**src/rtl/sysid_check_master.sv**
```systemverilog
// Avalon-MM read master: fetches the sysid ID and build-timestamp words and flags mismatches.
// Optional per-read timeout is built only when SYSID_CHECK_TIMEOUT_EN is defined.
module sysid_check_master #(
  parameter int unsigned       ADDR_W             = 32,
  parameter logic [ADDR_W-1:0] BASE_ADDR          = '0,
  parameter logic [31:0]       EXPECTED_ID        = 32'h0000_0000,
  parameter logic [31:0]       EXPECTED_TIMESTAMP = 32'd1457992953,
  parameter bit                AUTO_START         = 1'b1,
  parameter int unsigned       TIMEOUT_CYCLES     = 255
) (
  input  logic              clock,
  input  logic              reset,
  input  logic              start,
  output logic [ADDR_W-1:0] avm_address,
  output logic              avm_read,
  input  logic              avm_waitrequest,
  input  logic [31:0]       avm_readdata,
  input  logic              avm_readdatavalid,
  output logic              busy,
  output logic              done,
  output logic              id_ok,
  output logic              ts_ok,
  output logic              timeout,
  output logic [31:0]       id_value,
  output logic [31:0]       ts_value
);

  localparam logic [ADDR_W-1:0] ADDR_ID = BASE_ADDR;
  localparam logic [ADDR_W-1:0] ADDR_TS = BASE_ADDR + ADDR_W'(4);

  typedef enum logic [2:0] {
    IDLE    = 3'd0,
    REQ_ID  = 3'd1,
    WAIT_ID = 3'd2,
    REQ_TS  = 3'd3,
    WAIT_TS = 3'd4,
    FINISH  = 3'd5
  } state_t;

  state_t state, next_state;
  logic   auto_pending;
  logic   in_phase;
  logic   id_hit;
  logic   ts_hit;
  logic   expire;
  logic   abort;
  logic   start_check;

  // Data is only accepted in the matching wait state; anything else is stale.
  assign id_hit      = (state == WAIT_ID) && avm_readdatavalid;
  assign ts_hit      = (state == WAIT_TS) && avm_readdatavalid;
  assign in_phase    = (state == REQ_ID) || (state == WAIT_ID) ||
                       (state == REQ_TS) || (state == WAIT_TS);
  assign abort       = in_phase && expire && !id_hit && !ts_hit;
  assign start_check = (state == IDLE) && (next_state == REQ_ID);

  always_ff @(posedge clock) begin
    if (reset) state <= IDLE;
    else       state <= next_state;
  end

  always_comb begin
    next_state = state;
    case (state)
      IDLE:    if (start || auto_pending) next_state = REQ_ID;
      REQ_ID:  if (abort) next_state = FINISH;
               else if (!avm_waitrequest) next_state = WAIT_ID;
      WAIT_ID: if (id_hit) next_state = REQ_TS;
               else if (abort) next_state = FINISH;
      REQ_TS:  if (abort) next_state = FINISH;
               else if (!avm_waitrequest) next_state = WAIT_TS;
      WAIT_TS: if (ts_hit || abort) next_state = FINISH;
      FINISH:  next_state = IDLE;
      default: next_state = IDLE;
    endcase
  end

  // One-shot launch request armed by reset, consumed on the first cycle after release.
  always_ff @(posedge clock) begin
    if (reset) auto_pending <= AUTO_START;
    else       auto_pending <= 1'b0;
  end

  always_ff @(posedge clock) begin
    if (reset) begin
      avm_read    <= 1'b0;
      avm_address <= ADDR_ID;
      busy        <= 1'b0;
      done        <= 1'b0;
      id_ok       <= 1'b0;
      ts_ok       <= 1'b0;
      id_value    <= '0;
      ts_value    <= '0;
    end else begin
      avm_read    <= (next_state == REQ_ID) || (next_state == REQ_TS);
      avm_address <= (next_state == REQ_TS) ? ADDR_TS : ADDR_ID;
      busy        <= (next_state != IDLE);
      done        <= (next_state == FINISH);
      if (start_check) begin
        id_ok <= 1'b0;
        ts_ok <= 1'b0;
      end
      if (id_hit) begin
        id_value <= avm_readdata;
        id_ok    <= (avm_readdata == EXPECTED_ID);
      end
      if (ts_hit) begin
        ts_value <= avm_readdata;
        ts_ok    <= (avm_readdata == EXPECTED_TIMESTAMP);
      end
      // An aborted phase and every phase after it report not-ok.
      if (abort) begin
        ts_ok <= 1'b0;
        if ((state == REQ_ID) || (state == WAIT_ID)) id_ok <= 1'b0;
      end
    end
  end

`ifdef SYSID_CHECK_TIMEOUT_EN
  localparam logic [15:0] TIMEOUT_LIMIT = 16'(TIMEOUT_CYCLES);

  logic [15:0] tmo_cnt;
  logic        timeout_r;

  // Counts every cycle of the current read, request and wait together.
  always_ff @(posedge clock) begin
    if (reset)
      tmo_cnt <= '0;
    else if (((next_state == REQ_ID) && (state != REQ_ID)) ||
             ((next_state == REQ_TS) && (state != REQ_TS)))
      tmo_cnt <= '0;
    else if (in_phase)
      tmo_cnt <= tmo_cnt + 16'd1;
  end

  assign expire = (tmo_cnt == TIMEOUT_LIMIT);

  always_ff @(posedge clock) begin
    if (reset)            timeout_r <= 1'b0;
    else if (start_check) timeout_r <= 1'b0;
    else if (abort)       timeout_r <= 1'b1;
  end

  assign timeout = timeout_r;
`else
  assign expire  = 1'b0;
  assign timeout = 1'b0;
`endif

endmodule

```
**config.mk**
```make
export PLATFORM = sky130hd
export DESIGN_NAME = sysid_check_master
export DESIGN_NICKNAME = d
export VERILOG_FILES = /design/src/rtl/sysid_check_master.sv
export SDC_FILE = /design/constraint.sdc
export NUM_CORES = 1
export LEC_CHECK = 0
export ABC_CLOCK_PERIOD_IN_PS = 1700
export BUFFER_PORTS_ARGS = -buffer_cell sky130_fd_sc_hd__buf_4
export CAP_MARGIN = 20
export CORE_MARGIN = 2
export CORE_UTILIZATION = 46
export DETAILED_ROUTE_END_ITERATION = 10
export GPL_TIMING_DRIVEN = 0
export PLACE_DENSITY_LB_ADDON = 0.15
export SETUP_SLACK_MARGIN = 0.1
export SKIP_CTS_REPAIR_TIMING = 1
export SLEW_MARGIN = 20
export SYNTH_ARGS = -nofsm -noshare
export SYNTH_HDL_FRONTEND = slang
export SYNTH_SLANG_ARGS = --single-unit
```
**constraint.sdc**
```tcl
create_clock -name clock -period 1.7 [get_ports clock]
set_input_delay 0.255 -clock clock [delete_from_list [all_inputs] [get_ports clock]]
set_output_delay 0.255 -clock clock [all_outputs]
set_load 0.05 [all_outputs]
```
==> metrics <==
status complete, no violations; period utilization slightly below 90%; Hold Crit Class input pin to register; leading area contributor after synthesis dfxtp_1; Cell variety after synth 33; clk buf depth 2; setup_tns 0 ns; fin cells 601; vias in the first global route 2662; Clock Tree Root clkbuf_8; Starting Density 47.1%; number of flops mapped to enable cells by yosys 0; area of the multi-input gates around 1200 sq um; RSZ-0062 raised after global routing yes; Pins Over Slew Limit 0; Lkg Pwr 0.00185 uW; Period minus WS final 1.48 ns; # clock sinks 74; first-pass GRT wire length 13000 microns; io pins 139; CTS tree yes; Detailed Place HPWL 6190 microns; Syn Area/Cell 8.04 sq um; core area 6310 sq um; asr flop ratio synth 0%; Post-DRT Antenna Nets 0; Layout Nets 556; drt total wl between 8000 and 9000 microns; fillers 590; DRC Markers 0; clk slew on worst S/H paths 0.08 ns; Max IR drop VDD 691 uV; IO Port Bufs 106; PwrDens 918 nW/um^2; total power 3860 uW; DRT Pass-1 Iters 4; chip width 84.4 microns; count of state elements after synthesis 74; count leader, synth nand2_1; GRT Overall Usage 22.9%; Worst Skew 0.00721 ns; Iter 0 DRT Violations 87; # setup viols final 0; largest registers id_value x32, ts_value x32, state x3; synth top area cells dfxtp_1 50%, nand2_1 17%, a21oi_1 11%; dpl cells 584; worst endpoint required time 1.90 ns; largest net degree at the start of global routing 13; Via density 4.83; TritonCTS Buffers 9; maxcap violations 0; worst-path maximum fanout 10; ANT cells 0; Startpoint Class register; dpl ws -0.00625 ns; Cells after Synth 370; register area share after synthesis 49.8%; Clk Latency, worst-skew pair 0.34 ns; Post-Syn Area 2980 sq um; register area between 1000 and 1500 sq um; DR WL/cell 13.5 microns; commonest cells in the synthesized netlist 132 x nand2_1, 74 x dfxtp_1, 64 x a21oi_1, 33 x buf_4, 11 x clkbuf_1; Hold WS roughly 0.17 ns; ys flop type dfxtp_1; H-tree levels 3; Final Hold Viols 0; Synth-to-Final Area Change 41.3%; CP endpoint kind register; fraction of layout cells with a size suffix above 1 33.2%; kind of critical path register to register; grt total ovfl 0; Row Count 29; GPL Wtd Cong 0.788; Worst Slack Setup Final between 0.2 and 0.25 ns; Achievable Freq 677 MHz; antenna violations before repair 0; WP data arrival 1.68 ns; Vias 2905; Synth top area share between 40% and 50%; Die H between 80 and 90 microns; die area 7130 sq um; Ys Warns 0
==> final timing paths <==
| check | slack, ns | start | cells after the start | to |
|---|---|---|---|---|
| setup / recovery | 0.22 | state[0] | 6 | ts_value[7] |
| hold / removal | 0.17 | avm_readdata[1] | 3 | ts_value[1] |
| setup reg to reg | 0.22 | state[0] | 6 | ts_value[7] |
| hold reg to reg | 0.46 | ts_value[5] | 2 | ts_value[5] |
==> metal layers <==
metal  track usage [%]  up-vias  wire (microns)
met5                 0        -               0
met4              6.78        0              86
met3              7.96       10             637
met2              37.3       89            3950
met1              28.8     1355            3440
li1                  -     1451               -
==> critical path, stage by stage (launching register included) <==
cell and delay [ns]:
dfxtp_1 0.35, nand2b_4 0.16, or3b_1 0.38, buf_6 0.16
clkbuf_8 0.16, nand2_1 0.07, a21oi_1 0.06
==> cell usage in the layout (no fill, tap or decap), types with 2 or more instances in the layout <==
cell        count
a21oi_1        64
buf_2           7
buf_4         139
buf_6           2
clkbuf_1        9
clkbuf_2        3
clkbuf_8       13
clkinvlp_4      2
conb_1         32
dfxtp_1        73
inv_1           3
nand2_1       132
nand4_1         7
nor2_1          6
nor4_1          8
==> layout make-up <==
type                            instances  share of cell area [%]
Buffer                                 55                    8.99
Clock buffer                           12                    3.69
Clock inverter                          4                    1.19
Inverter                                3                   0.268
Multi-Input combinational cell        269                    29.1
Sequential cell                        74                    35.3
Tap cell                               77                    2.29
Timing Repair Buffer                  107                    19.2
==> logic make-up after synthesis <==
group | synth area share, %
buffers and inverters | 13.0
other | 0.126
XOR/XNOR | 0.294
AO/OA/AOI/OAI | 12.8
AND/OR/NAND/NOR | 24.1
flip-flops | 49.8
==> power by group <==
group          internal [uW]  total (uW)  switching (uW)
registers               1780        1800            21.8
clock network            756        1390             633
logic                    211         672             461
total                   2740        3860            1120
==> per-stage QoR <==
stage               utilization [%]  instance area (sq um)
finish                         66.6                   4200
global route                   66.6                   4200
detailed placement             63.1                   3980
CTS                            66.3                   4190
global placement               63.1                   3980
floorplan                         -                   3090
Power figures use the tool's default switching activity.
